$ cat src/rtl/muldiv_pkg.sv
// Shared constants and types for the RV32M multiply/divide sequencer.
package muldiv_pkg;

    // ALU operation codes, shared with the alu decoder
    localparam logic [4:0] ALU_ADD  = 5'b00000;
    localparam logic [4:0] ALU_SUB  = 5'b00001;
    localparam logic [4:0] ALU_PASS = 5'b10001;   // out = b

    // funct3 encodings of the M-extension operations
    localparam logic [2:0] OP_MUL    = 3'b000;
    localparam logic [2:0] OP_MULH   = 3'b001;
    localparam logic [2:0] OP_MULHSU = 3'b010;
    localparam logic [2:0] OP_MULHU  = 3'b011;
    localparam logic [2:0] OP_DIV    = 3'b100;
    localparam logic [2:0] OP_DIVU   = 3'b101;
    localparam logic [2:0] OP_REM    = 3'b110;
    localparam logic [2:0] OP_REMU   = 3'b111;

    typedef enum logic [2:0] {
        ST_IDLE,
        ST_NEG_A,
        ST_NEG_B,
        ST_ITER,
        ST_FIX_LO,
        ST_FIX_HI,
        ST_DONE
    } state_e;

    // Operand A is treated as two's complement for these operations
    function automatic logic op_signed_a(input logic [2:0] op);
        return (op == OP_MULH) || (op == OP_MULHSU) || (op == OP_DIV) || (op == OP_REM);
    endfunction

    // Operand B is treated as two's complement for these operations
    function automatic logic op_signed_b(input logic [2:0] op);
        return (op == OP_MULH) || (op == OP_DIV) || (op == OP_REM);
    endfunction

endpackage

$ cat src/rtl/muldiv_seq_if.sv
// Request/response and ALU-side signals between the EX stage and the sequencer.
// The EX side (master) also owns the shared ALU, so it drives alu_out.
interface muldiv_seq_if #(
    parameter int XLEN = 32
);
    logic            start;
    logic [2:0]      op;
    logic [XLEN-1:0] rs1;
    logic [XLEN-1:0] rs2;
    logic            kill;
    logic            busy;
    logic            done;
    logic [XLEN-1:0] result;
    logic [4:0]      alu_opt;
    logic [XLEN-1:0] alu_a;
    logic [XLEN-1:0] alu_b;
    logic [XLEN-1:0] alu_out;

    modport master (
        output start, op, rs1, rs2, kill, alu_out,
        input  busy, done, result, alu_opt, alu_a, alu_b
    );

    modport slave (
        input  start, op, rs1, rs2, kill, alu_out,
        output busy, done, result, alu_opt, alu_a, alu_b
    );
endinterface

$ cat src/rtl/muldiv_step.sv
// One iteration of shift-add multiply or restoring divide. Chooses the ALU
// operation for the step and forms the next hi/lo pair from alu_out.
// For divide, hi holds the partial remainder and lo the quotient.
module muldiv_step
    import muldiv_pkg::*;
#(
    parameter int XLEN = 32
) (
    input  logic            is_mul,
    input  logic [XLEN-1:0] hi,
    input  logic [XLEN-1:0] lo,
    input  logic [XLEN-1:0] a_abs,
    input  logic [XLEN-1:0] b_abs,
    input  logic [XLEN-1:0] alu_out,
    output logic [4:0]      alu_opt,
    output logic [XLEN-1:0] alu_a,
    output logic [XLEN-1:0] alu_b,
    output logic [XLEN-1:0] hi_next,
    output logic [XLEN-1:0] lo_next
);

    logic [XLEN-1:0] rem_sh;
    logic            carry;
    logic            borrow;
    logic            take;

    // ALU request plus carry/borrow detection and the shift for one step
    always_comb begin
        alu_opt = ALU_ADD;
        alu_a   = '0;
        alu_b   = '0;
        hi_next = hi;
        lo_next = lo;
        rem_sh  = {hi[XLEN-2:0], lo[XLEN-1]};
        carry   = 1'b0;
        borrow  = 1'b0;
        take    = 1'b0;
        if (is_mul) begin
            // When the multiplier bit is clear the ALU just passes hi through,
            // so alu_out is the "sum or hi" term in both cases.
            if (lo[0]) begin
                alu_opt = ALU_ADD;
                alu_a   = hi;
                alu_b   = a_abs;
            end else begin
                alu_opt = ALU_PASS;
                alu_b   = hi;
            end
            carry   = lo[0] & (alu_out < hi);
            hi_next = {carry, alu_out[XLEN-1:1]};
            lo_next = {alu_out[0], lo[XLEN-1:1]};
        end else begin
            alu_opt = ALU_SUB;
            alu_a   = rem_sh;
            alu_b   = b_abs;
            borrow  = rem_sh < b_abs;
            // hi[XLEN-1] is the bit shifted out; if set the 33-bit remainder
            // always exceeds the divisor.
            take    = hi[XLEN-1] | ~borrow;
            hi_next = take ? alu_out : rem_sh;
            lo_next = {lo[XLEN-2:0], take};
        end
    end

endmodule

$ cat src/rtl/muldiv_seq.sv
// Multi-cycle RV32M sequencer. Drives an external ALU to compute absolute
// operands, 32 shift-add / restoring-divide steps and a final sign fix-up.
module muldiv_seq
    import muldiv_pkg::*;
#(
    parameter int XLEN = 32
) (
    input  logic         clk,
    input  logic         rst_n,
    muldiv_seq_if.slave  bus
);

    localparam int CNT_W = $clog2(XLEN);
    localparam logic [XLEN-1:0] INT_MIN = {1'b1, {(XLEN-1){1'b0}}};

    state_e          state_q, state_d;
    logic [2:0]      op_q, op_d;
    logic [XLEN-1:0] a_q, a_d;
    logic [XLEN-1:0] b_q, b_d;
    logic [XLEN-1:0] hi_q, hi_d;
    logic [XLEN-1:0] lo_q, lo_d;
    logic            neg_a_q, neg_a_d;
    logic            neg_b_q, neg_b_d;
    logic            lo_zero_q, lo_zero_d;
    logic [CNT_W-1:0] cnt_q, cnt_d;
    logic [XLEN-1:0] result_q, result_d;

    logic [4:0]      alu_opt;
    logic [XLEN-1:0] alu_a;
    logic [XLEN-1:0] alu_b;

    logic [4:0]      step_opt;
    logic [XLEN-1:0] step_a;
    logic [XLEN-1:0] step_b;
    logic [XLEN-1:0] step_hi;
    logic [XLEN-1:0] step_lo;

    logic            is_mul;
    logic            neg;

    assign is_mul = ~op_q[2];

    muldiv_step #(.XLEN(XLEN)) u_step (
        .is_mul  (is_mul),
        .hi      (hi_q),
        .lo      (lo_q),
        .a_abs   (a_q),
        .b_abs   (b_q),
        .alu_out (bus.alu_out),
        .alu_opt (step_opt),
        .alu_a   (step_a),
        .alu_b   (step_b),
        .hi_next (step_hi),
        .lo_next (step_lo)
    );

    // State register and datapath registers
    always_ff @(posedge clk or negedge rst_n) begin
        if (!rst_n) begin
            state_q   <= ST_IDLE;
            op_q      <= '0;
            a_q       <= '0;
            b_q       <= '0;
            hi_q      <= '0;
            lo_q      <= '0;
            neg_a_q   <= 1'b0;
            neg_b_q   <= 1'b0;
            lo_zero_q <= 1'b0;
            cnt_q     <= '0;
            result_q  <= '0;
        end else begin
            state_q   <= state_d;
            op_q      <= op_d;
            a_q       <= a_d;
            b_q       <= b_d;
            hi_q      <= hi_d;
            lo_q      <= lo_d;
            neg_a_q   <= neg_a_d;
            neg_b_q   <= neg_b_d;
            lo_zero_q <= lo_zero_d;
            cnt_q     <= cnt_d;
            result_q  <= result_d;
        end
    end

    // Next-state, datapath updates and ALU requests
    always_comb begin
        state_d   = state_q;
        op_d      = op_q;
        a_d       = a_q;
        b_d       = b_q;
        hi_d      = hi_q;
        lo_d      = lo_q;
        neg_a_d   = neg_a_q;
        neg_b_d   = neg_b_q;
        lo_zero_d = lo_zero_q;
        cnt_d     = cnt_q;
        result_d  = result_q;
        alu_opt   = ALU_ADD;
        alu_a     = '0;
        alu_b     = '0;
        neg       = 1'b0;

        unique case (state_q)
            ST_IDLE: begin
                if (bus.start && !bus.kill) begin
                    op_d = bus.op;
                    a_d  = bus.rs1;
                    b_d  = bus.rs2;
                    if (bus.op[2] && (bus.rs2 == '0)) begin
                        // Divide by zero: all-ones quotient, dividend as remainder
                        state_d  = ST_DONE;
                        result_d = bus.op[1] ? bus.rs1 : '1;
                    end else if (bus.op[2] && !bus.op[0] &&
                                 (bus.rs1 == INT_MIN) && (bus.rs2 == '1)) begin
                        // Signed overflow: quotient INT_MIN, remainder zero
                        state_d  = ST_DONE;
                        result_d = bus.op[1] ? '0 : INT_MIN;
                    end else begin
                        state_d = ST_NEG_A;
                    end
                end
            end

            ST_NEG_A: begin
                neg     = op_signed_a(op_q) & a_q[XLEN-1];
                alu_opt = neg ? ALU_SUB : ALU_PASS;
                alu_b   = a_q;
                a_d     = bus.alu_out;
                neg_a_d = neg;
                state_d = ST_NEG_B;
            end

            ST_NEG_B: begin
                neg     = op_signed_b(op_q) & b_q[XLEN-1];
                alu_opt = neg ? ALU_SUB : ALU_PASS;
                alu_b   = b_q;
                b_d     = bus.alu_out;
                neg_b_d = neg;
                // Multiplier |B| or dividend |A| seeds the low register
                hi_d    = '0;
                lo_d    = is_mul ? bus.alu_out : a_q;
                cnt_d   = '0;
                state_d = ST_ITER;
            end

            ST_ITER: begin
                alu_opt = step_opt;
                alu_a   = step_a;
                alu_b   = step_b;
                hi_d    = step_hi;
                lo_d    = step_lo;
                cnt_d   = cnt_q + CNT_W'(1);
                if (cnt_q == CNT_W'(XLEN - 1)) begin
                    state_d = ST_FIX_LO;
                end
            end

            ST_FIX_LO: begin
                if (is_mul || !op_q[1]) begin
                    // Low product word or quotient
                    neg       = neg_a_q ^ neg_b_q;
                    alu_b     = lo_q;
                    lo_d      = bus.alu_out;
                    lo_zero_d = (lo_q == '0);
                end else begin
                    // Remainder takes the dividend's sign
                    neg   = neg_a_q;
                    alu_b = hi_q;
                    hi_d  = bus.alu_out;
                end
                alu_opt = neg ? ALU_SUB : ALU_PASS;
                state_d = ST_FIX_HI;
            end

            ST_FIX_HI: begin
                if (is_mul && (neg_a_q ^ neg_b_q)) begin
                    // High word of the 64-bit negation: ~hi plus borrow-in from lo
                    alu_opt = ALU_ADD;
                    alu_a   = ~hi_q;
                    alu_b   = {{(XLEN-1){1'b0}}, lo_zero_q};
                end else begin
                    alu_opt = ALU_PASS;
                    alu_b   = (is_mul || op_q[1]) ? hi_q : lo_q;
                end
                hi_d     = bus.alu_out;
                result_d = (op_q == OP_MUL) ? lo_q : bus.alu_out;
                state_d  = ST_DONE;
            end

            ST_DONE: begin
                state_d = ST_IDLE;
            end

            default: begin
                state_d = ST_IDLE;
            end
        endcase

        // A flush abandons the operation without touching the result
        if (bus.kill && (state_q != ST_IDLE)) begin
            state_d  = ST_IDLE;
            result_d = result_q;
        end
    end

    assign bus.busy    = (state_q != ST_IDLE);
    assign bus.done    = (state_q == ST_DONE);
    assign bus.result  = result_q;
    assign bus.alu_opt = alu_opt;
    assign bus.alu_a   = alu_a;
    assign bus.alu_b   = alu_b;

endmodule

$ cat src/flat_wrapper.sv
// flat-port wrapper written by rule: the top's interface ports become plain ports
module muldiv_seq_flat import muldiv_pkg::*;
#(
    parameter int XLEN = 32
)
  (clk, rst_n, bus_start, bus_op, bus_rs1, bus_rs2, bus_kill, bus_alu_out, bus_busy, bus_done, bus_result, bus_alu_opt, bus_alu_a, bus_alu_b);
  muldiv_seq_if #(.XLEN(XLEN)) bus_i ();
  input  logic clk;
  input  logic rst_n;
  input wire logic [$bits(bus_i.start)-1:0] bus_start;
  input wire logic [$bits(bus_i.op)-1:0] bus_op;
  input wire logic [$bits(bus_i.rs1)-1:0] bus_rs1;
  input wire logic [$bits(bus_i.rs2)-1:0] bus_rs2;
  input wire logic [$bits(bus_i.kill)-1:0] bus_kill;
  input wire logic [$bits(bus_i.alu_out)-1:0] bus_alu_out;
  output wire logic [$bits(bus_i.busy)-1:0] bus_busy;
  output wire logic [$bits(bus_i.done)-1:0] bus_done;
  output wire logic [$bits(bus_i.result)-1:0] bus_result;
  output wire logic [$bits(bus_i.alu_opt)-1:0] bus_alu_opt;
  output wire logic [$bits(bus_i.alu_a)-1:0] bus_alu_a;
  output wire logic [$bits(bus_i.alu_b)-1:0] bus_alu_b;
  assign bus_i.start = bus_start;
  assign bus_i.op = bus_op;
  assign bus_i.rs1 = bus_rs1;
  assign bus_i.rs2 = bus_rs2;
  assign bus_i.kill = bus_kill;
  assign bus_i.alu_out = bus_alu_out;
  assign bus_busy = bus_i.busy;
  assign bus_done = bus_i.done;
  assign bus_result = bus_i.result;
  assign bus_alu_opt = bus_i.alu_opt;
  assign bus_alu_a = bus_i.alu_a;
  assign bus_alu_b = bus_i.alu_b;
  muldiv_seq #(.XLEN(XLEN)) u_core (.clk(clk), .rst_n(rst_n), .bus(bus_i));
endmodule
$ cat config.mk
export PLATFORM = sky130hd
export DESIGN_NAME = muldiv_seq_flat
export DESIGN_NICKNAME = d
export VERILOG_FILES = /design/src/rtl/muldiv_pkg.sv /design/src/rtl/muldiv_seq_if.sv /design/src/rtl/muldiv_step.sv /design/src/rtl/muldiv_seq.sv /design/src/flat_wrapper.sv
export SDC_FILE = /design/constraint.sdc
export NUM_CORES = 1
export LEC_CHECK = 0
export CELL_PAD_IN_SITES_DETAIL_PLACEMENT = 1
export CELL_PAD_IN_SITES_GLOBAL_PLACEMENT = 2
export CORE_UTILIZATION = 36
export DETAILED_ROUTE_END_ITERATION = 7
export PLACE_DENSITY_LB_ADDON = 0.1
export SYNTH_ARGS = -nofsm -noshare
export SYNTH_HDL_FRONTEND = slang
export SYNTH_SLANG_ARGS = --single-unit
$ cat constraint.sdc
create_clock -name clk -period 6.2 [get_ports clk]
set_input_delay 0.62 -clock clk [delete_from_list [all_inputs] [get_ports clk]]
set_output_delay 0.62 -clock clk [all_outputs]
set_load 0.005 [all_outputs]
==> qor_table.md, run 1 <==
| Metric | Value |
|---|---|
| Most instantiated flip-flop cell in the synthesis netlist | sky130_fd_sc_hd__dfrtp_1 |
| Compound-gate portion of the synthesized area | 0.241 |
| Vias post-DR | 12,709 |
| Final hold vios | 0 |
| NumNets Final | 1,712 |
| Initial core utilization | 0.366 |
| Sink Count | 174 |
| DIE HEIGHT | 189 um |
| Result of the run | finished with violations |
| Iteration-0 DRC Markers | 1,298 |
| Worst skew pair latency | 0.45 ns |
| Fraction of the mapped netlist area in adder cells | 0.0635 |
| Half-perimeter wire length after placement | 39,400 um |
| PortBufs | 202 |
| Cell at the root of the clock tree | sky130_fd_sc_hd__clkbuf_16 |
| CTS tree | yes |
| Synthesized-area fraction occupied by xor and xnor cells | 0.00139 |
| Routed wire length | 57,100 um |
| Detail-routed net length per standard cell | 28.4 um |
| DIE AREA | 0.0358 mm^2 |
| Cts bufs inserted | 17 |
| Crit path max fanout | 27 |
| Multiplexer share of the synthesized area | 0.143 |
| Time the worst path needs with I/O delays and setup | 4.92 ns |
| Max Clock Skew | 0.0145 ns |
| Post-synth design cell area | 0.0126 mm^2 |
| Synth Warn # | 0 |
| Total Neg Setup Slack | 0 ns |
| Top post-synthesis cells by area | sky130_fd_sc_hd__dfrtp_1 35%, sky130_fd_sc_hd__mux2i_1 10%, sky130_fd_sc_hd__ha_1 6.4%, sky130_fd_sc_hd__o21ai_0 5.5%, sky130_fd_sc_hd__nand2_1 5.1% |
| Share of flip-flops with an asynchronous set or reset after synthesis | 1.00 |
| Post-route DRC | 2 |
| H-Tree Level Count | 4 |
| ANT nets after route | 0 |
| Transition at the pin with the smallest max-transition slack | 1.47 ns |
| Violations in the final reports | design-rule violations |
| Final weighted congestion of routability-driven global placement | 0.839 |
| Kind of start point of the critical path | flop |
| # Post-CTS Setup Buffers | 0 |
| Library cell occupying the most area in the post-synthesis netlist | sky130_fd_sc_hd__dfrtp_1 |
| Maximum number of pins on one net before global-route repair | 77 |
| EDFF count, synth | 0 |
| Global-route wire length before repair | 84,300 um |
| Buffer levels on the longest clock path | 2 |
| Area of the placeable core | 0.0345 mm^2 |
| Count of inserted antenna diode cells | 0 |
| Floorplan die width | 189 um |
| Final worst slack | 1.28 ns |
| Vias per inst | 6.32 |
| Number of iterations in the first detailed-routing pass | 8 |
| Clk pin slew, worst setup/hold paths | 0.07 ns |
| Vias in the first global route | 12,571 |
| Std cell rows | 68 |
| Number of cells produced by synthesis | 1,414 |
| Max-slew headroom | 0.0221 |
| Pre-CTS worst setup slack | 1.54 ns |
| Number of antenna violations at the first check in global routing | 0 |
| Main combinational cell family by area after synthesis | compound AO/OA/AOI/OAI gates |
| Count of state elements after synthesis | 174 |
| Overall track demand over capacity in global routing | 0.316 |
| Setup repair after global routing missed its margin | no |
| PostCTS Resize Cnt | 0 |
| Count of distinct cell types in the synthesized netlist | 61 |
| Synthesis-to-layout area growth | 23.0% |
| Number of maximum-capacitance violations | 0 |
| Area fraction of the dominant cell type after synthesis | 0.345 |
| Final critical-path share of the clock period | 0.794 |
| Data arrival, critical path | 4.30 ns |
| Post-synthesis sequential area ratio | 0.345 |
| Fmax achieved | 203 MHz |
| Mean instance size in the synthesized netlist | 8.91 um^2 |
| Maximum resistive drop on vdd | 0.177 mV |
| Final count of pins violating max slew | 0 |
| Hold-fix buffers, CTS | 0 |
| Core Util, Final | 0.450 |
| Path class of the lowest-slack min-delay path | input pin to asynchronous set/reset pin |
| Power Dens Cells | 407 mW/mm^2 |
| Total global routing overflow | 0 |
| Leakage power | 6.34 nW |
| Worst Path Class, Setup | flop to primary output |
| CP Capture Type | primary output |
| Worst path required time | 5.58 ns |
| I/O Pins | 206 |
| Fraction of final layout cells sized beyond drive strength 1 | 0.0719 |
| Count of endpoints failing setup in the final report | 0 |
| Share of synthesized cell area in and, or, nand and nor gates | 0.144 |
| Hold Worst Slack | 0.166 ns |
| Pwr Total | 6.30 mW |
-- report_power, final --
group / total, mW / switching [mW] / leakage (nW) / internal (mW)
clock: 1.10 / 0.524 / 0.269 / 0.579
combinational: 2.84 / 1.56 / 3.91 / 1.28
sequential: 2.36 / 0.798 / 2.16 / 1.56
total: 6.30 / 2.88 / 6.34 / 3.42
-- path summary, 6_finish.rpt --
path,slack [ns],depth (start not counted),endpoint,from
worst max-delay path,1.28,6,bus_alu_b[24],u_core.state_q[0]
worst min-delay path,0.17,1,u_core.hi_q[25],rst_n
worst max register to register,2.76,5,u_core.lo_q[8],u_core.state_q[0]
worst min register to register,0.50,2,u_core.cnt_q[4],u_core.cnt_q[4]
max in group asynchronous,4.61,2,u_core.a_q[14],rst_n
min in group clk,0.50,2,u_core.cnt_q[4],u_core.cnt_q[4]
-- cells in the mapped netlist, types with 34 or more instances --
library cell / number
sky130_fd_sc_hd__nand2_1: 171
sky130_fd_sc_hd__nor2b_1: 38
sky130_fd_sc_hd__a21oi_1: 63
sky130_fd_sc_hd__a222oi_1: 60
sky130_fd_sc_hd__ha_1: 64
sky130_fd_sc_hd__clkbuf_1: 86
sky130_fd_sc_hd__a221oi_1: 34
sky130_fd_sc_hd__dfrtp_1: 174
sky130_fd_sc_hd__mux2i_1: 129
sky130_fd_sc_hd__nor2_1: 61
sky130_fd_sc_hd__o21ai_0: 138
sky130_fd_sc_hd__inv_1: 65
-- routing by layer --
layer | routed length, um | up-vias | track usage
li1 | - | 5584 | -
met3 | 3860 | 72 | 0.0456
met2 | 26400 | 542 | 0.503
met5 | 0 | - | 0
met1 | 25400 | 6511 | 0.441
met4 | 1410 | 0 | 0.0949
-- sequential cells by signal, summed over array words and instances (netlist names) --
signal	flops
u_core.neg_a_q	1
u_core.a_q	32
u_core.state_q	3
u_core.bus.result	32
u_core.lo_zero_q	1
u_core.op_q	3
u_core.hi_q	32
u_core.neg_b_q	1
u_core.b_q	32
u_core.lo_q	32
u_core.cnt_q	5
-- logic make-up after synthesis --
| family | Yosys count |
|---|---|
| and+or+nand+nor | 378 |
| muxes | 164 |
| other | 1 |
| adders and majority gates | 64 |
| buffers and inverters | 181 |
| DFF | 174 |
| xor gates and xnor gates | 2 |
| AOI/OAI and AO/OA | 450 |
-- critical path, cell delays in order, from the launching register on --
cell	delay (ns)
sky130_fd_sc_hd__dfrtp_1	0.93
sky130_fd_sc_hd__nand2_1	0.50
sky130_fd_sc_hd__o21ai_2	1.26
sky130_fd_sc_hd__buf_4	0.37
sky130_fd_sc_hd__a222oi_1	0.14
sky130_fd_sc_hd__nand2_1	0.13
sky130_fd_sc_hd__clkdlybuf4s50_1	0.51
-- metrics by stage --
step	instance area, um^2	std cells
CTS	15500	2012
floorplan	12600	1416
finish	15500	2012
global placement	14900	1981
global route	15500	2012
detailed placement	14900	1981
-- final cells by class --
cell class | count | area (um^2)
inverter | 66 | 248
fill | 3972 | 19000
timing repair buffer | 225 | 2200
sequential | 174 | 4350
clock buffer | 20 | 457
tap | 455 | 569
multi-input combinational | 1061 | 7560
clock inverter | 11 | 110
-- cells in the final DEF, fill, tap and decap left out, types with 3 or more instances in the layout --
cell type,instances
sky130_fd_sc_hd__a211oi_1,9
sky130_fd_sc_hd__a21o_1,4
sky130_fd_sc_hd__a21oi_1,62
sky130_fd_sc_hd__a221oi_1,34
sky130_fd_sc_hd__a222oi_1,60
sky130_fd_sc_hd__a22o_1,33
sky130_fd_sc_hd__a22oi_1,33
sky130_fd_sc_hd__and3_1,33
sky130_fd_sc_hd__buf_4,23
sky130_fd_sc_hd__clkbuf_16,17
sky130_fd_sc_hd__clkdlybuf4s50_1,201
sky130_fd_sc_hd__clkinv_4,3
sky130_fd_sc_hd__clkinvlp_4,3
sky130_fd_sc_hd__conb_1,3
sky130_fd_sc_hd__dfrtp_1,174
sky130_fd_sc_hd__ha_1,64
sky130_fd_sc_hd__inv_1,65
sky130_fd_sc_hd__inv_6,3
sky130_fd_sc_hd__mux2_2,4
sky130_fd_sc_hd__mux2_4,30
sky130_fd_sc_hd__mux2i_1,129
sky130_fd_sc_hd__nand2_1,169
sky130_fd_sc_hd__nand2b_1,3
sky130_fd_sc_hd__nand3_1,5
sky130_fd_sc_hd__nand4_1,22
sky130_fd_sc_hd__nor2_1,54
sky130_fd_sc_hd__nor2_2,3
sky130_fd_sc_hd__nor2_4,4
sky130_fd_sc_hd__nor2b_1,37
sky130_fd_sc_hd__nor3_1,7
sky130_fd_sc_hd__nor4_1,22
sky130_fd_sc_hd__nor4b_1,3
sky130_fd_sc_hd__o21ai_0,137
sky130_fd_sc_hd__o21ai_1,21
sky130_fd_sc_hd__o22ai_1,32
sky130_fd_sc_hd__o31ai_1,4
Power figures use the tool's default switching activity.
==> inputs of run 2 (changes only) <==
CORE_UTILIZATION = 33   (was 36)
clock period = 4.9 ns   (was 6.2 ns; I/O delays follow)
==> qor_table.md, run 2 (synthesis results as in run 1) <==
| Metric | Value | vs previous |
|---|---|---|
| Worst skew pair latency | 0.45 ns | about the same |
| Largest incremental delay on the critical path | 0.67 ns | -0.59 ns |
| Path class of the lowest-slack min-delay path | input pin to asynchronous set/reset pin |  |
| Hold-fix buffers, CTS | 0 | unchanged |
| Routed wire length | 57,900 um | +1.5% |
| Half-perimeter wire length after placement | 40,700 um | +3.2% |
| Number of iterations in the first detailed-routing pass | 8 | unchanged |
| Std cell rows | 71 | +4.4% |
| Max Clock Skew | 0.0101 ns | -0.00440 ns |
| Result of the run | finished with violations |  |
| Synthesis-to-layout area growth | 24.8% |  |
| Time the worst path needs with I/O delays and setup | 4.32 ns |  |
| Number of stages on the worst setup path | 7 | +1 |
| Worst Path Class, Setup | flop to primary output |  |
| H-Tree Level Count | 4 | unchanged |
| Transition at the pin with the smallest max-transition slack | 1.41 ns | -0.0553 ns |
| Total buffers and inverters traversed by the critical path | 3 | +1 |
| Clk pin slew, worst setup/hold paths | 0.07 ns | about the same |
| Total global routing overflow | 0 | unchanged |
| Final hold vios | 0 | unchanged |
| Overall track demand over capacity in global routing | 0.302 | -0.0136 |
| Count of inserted antenna diode cells | 0 | unchanged |
| Sink Count | 174 | unchanged |
| Fmax achieved | 232 MHz |  |
| Topmost layer with routed signal wires | met4 |  |
| Number of antenna violations at the first check in global routing | 0 | unchanged |
| Routed length on met2 | 26,100 um | -1.1% |
| Area of the placeable core | 0.0377 mm^2 | +9.3% |
| Cts bufs inserted | 17 | unchanged |
| Vias post-DR | 12,669 | -0.31% |
| Fin cells | 2,085 | +3.6% |
| Violations in the final reports | design-rule violations |  |
| Vias in the first global route | 12,825 | +2.0% |
| PortBufs | 202 | unchanged |
| Final critical-path share of the clock period | 0.881 |  |
| Maximum resistive drop on vdd | 0.288 mV | +62% |
| Global-route wire length before repair | 86,800 um | +3.1% |
| PostCTS Resize Cnt | 0 | unchanged |
| Commonest non-fill, non-tap cell in the layout | sky130_fd_sc_hd__clkdlybuf4s50_1 |  |
| Count of endpoints failing setup in the final report | 0 | unchanged |
| Final weighted congestion of routability-driven global placement | 0.874 | +4.2% |
| Cell class contributing the biggest share of worst-path delay | buffers and inverters |  |
| Placed Cells incl. Taps | 2,053 | +3.6% |
| Met1 Routed Length | 26,000 um | +2.3% |
| Floorplan die width | 197 um | +4.4% |
| Cell at the root of the clock tree | sky130_fd_sc_hd__clkbuf_16 |  |
| Leakage power | 6.43 nW | +1.5% |
| Iteration-0 DRC Markers | 1,250 | -3.7% |
| Number of maximum-capacitance violations | 0 | unchanged |
| Post-route DRC | 2 | unchanged |
| DIE AREA | 0.0390 mm^2 | +9.0% |
| Data arrival, critical path | 3.83 ns | -0.47 ns |
| Fraction of final layout cells sized beyond drive strength 1 | 0.0807 | +0.00875 |
| Total Neg Setup Slack | 0 ns | unchanged |
| Worst path required time | 4.41 ns | -1.17 ns |
| Critical-path cell list | buf_4 -> nand2_1 -> and3_1 -> buf_4 -> a222oi_1 -> nand2_1 -> clkdlybuf4s50_1 |  |
| Final count of pins violating max slew | 0 | unchanged |
| NumNets Final | 1,728 | +0.93% |
| Initial core utilization | 0.335 | -0.0312 |
| Kind of start point of the critical path | flop |  |
| ANT nets after route | 0 | unchanged |
| DIE HEIGHT | 197 um | +4.4% |
| Internal reg-to-reg setup slack | 1.38 ns | -1.38 ns |
| Slowest-stage cell, CP | sky130_fd_sc_hd__and3_1 |  |
| Path depth of the worst reg2reg path | 8 | +3 |
| Vias per inst | 6.08 | -3.8% |
| Leading cell types in the layout, fill and taps excluded | 201 x sky130_fd_sc_hd__clkdlybuf4s50_1, 174 x sky130_fd_sc_hd__dfrtp_1, 170 x sky130_fd_sc_hd__nand2_1 |  |
| Maximum number of pins on one net before global-route repair | 83 | +7.8% |
| Setup repair after global routing missed its margin | no |  |
| Max-slew headroom | 0.0560 | +0.0339 |
| Power Dens Cells | 510 mW/mm^2 | +25% |
| CTS tree | yes |  |
| I/O Pins | 206 | unchanged |
| Met3 WL post-DR | 3880 um | +0.60% |
| CP Capture Type | primary output |  |
| # Post-CTS Setup Buffers | 0 | unchanged |
| Detail-routed net length per standard cell | 27.8 um | -2.0% |
| Buffer levels on the longest clock path | 2 | unchanged |
| Crit path max fanout | 45 | +67% |
==> run 2: changes by cell type in the layout (fill, tap and decap cells not counted), sizes merged <==
| cell | delta |
|---|---|
| bufinv | +1 |
| clkinv | +1 |
| inv | +1 |
| buf | +16 |
| clkbuf | -2 |
==> run 2: area by class of cell <==
type	count	area, um^2
Sequential cell	174	4350
Clock buffer	18	429
Tap cell	511	639
Timing Repair Buffer	241	2340
Clock inverter	14	158
Multi-Input combinational cell	1061	7560
Inverter	66	248
Fill cell	4354	21900
==> run 2: power by group <==
part	internal (mW)	total, mW	switching (mW)
registers	1.98	2.88	0.903
logic	1.65	3.70	2.05
clock network	0.761	1.43	0.669
total	4.39	8.01	3.63
==> run 2: final timing paths <==
kind,start,to
worst max-delay path,u_core.op_q[2],bus_alu_b[21]
worst min-delay path,rst_n,u_core.hi_q[30]
worst max register to register,u_core.state_q[1],u_core.lo_q[25]
worst min register to register,u_core.bus.result[0],u_core.bus.result[0]
max in group asynchronous,rst_n,u_core.a_q[16]
min in group clk,u_core.bus.result[0],u_core.bus.result[0]
==> run 2: layer usage <==
layer | track usage | vias up
li1 | - | 5627
met1 | 0.416 | 6435
met2 | 0.467 | 525
met3 | 0.0545 | 82
met4 | 0.117 | 0
met5 | 0 | -
==> run 2: stage by stage <==
stage	power (mW)	instance area [um^2]	hold WS (ns)	setup WS, ns	util
5_1_grt	8.52	15700	0.202	0.400	0.417
6_report	8.01	15700	0.136	0.583	0.417
2_1_floorplan	4.85	12600	0.194	2.47	-
3_3_place_gp	6.44	15100	0.468	1.20	0.402
3_5_place_dp	6.55	15100	0.479	1.11	0.402
4_1_cts	8.00	15700	0.165	0.613	0.417
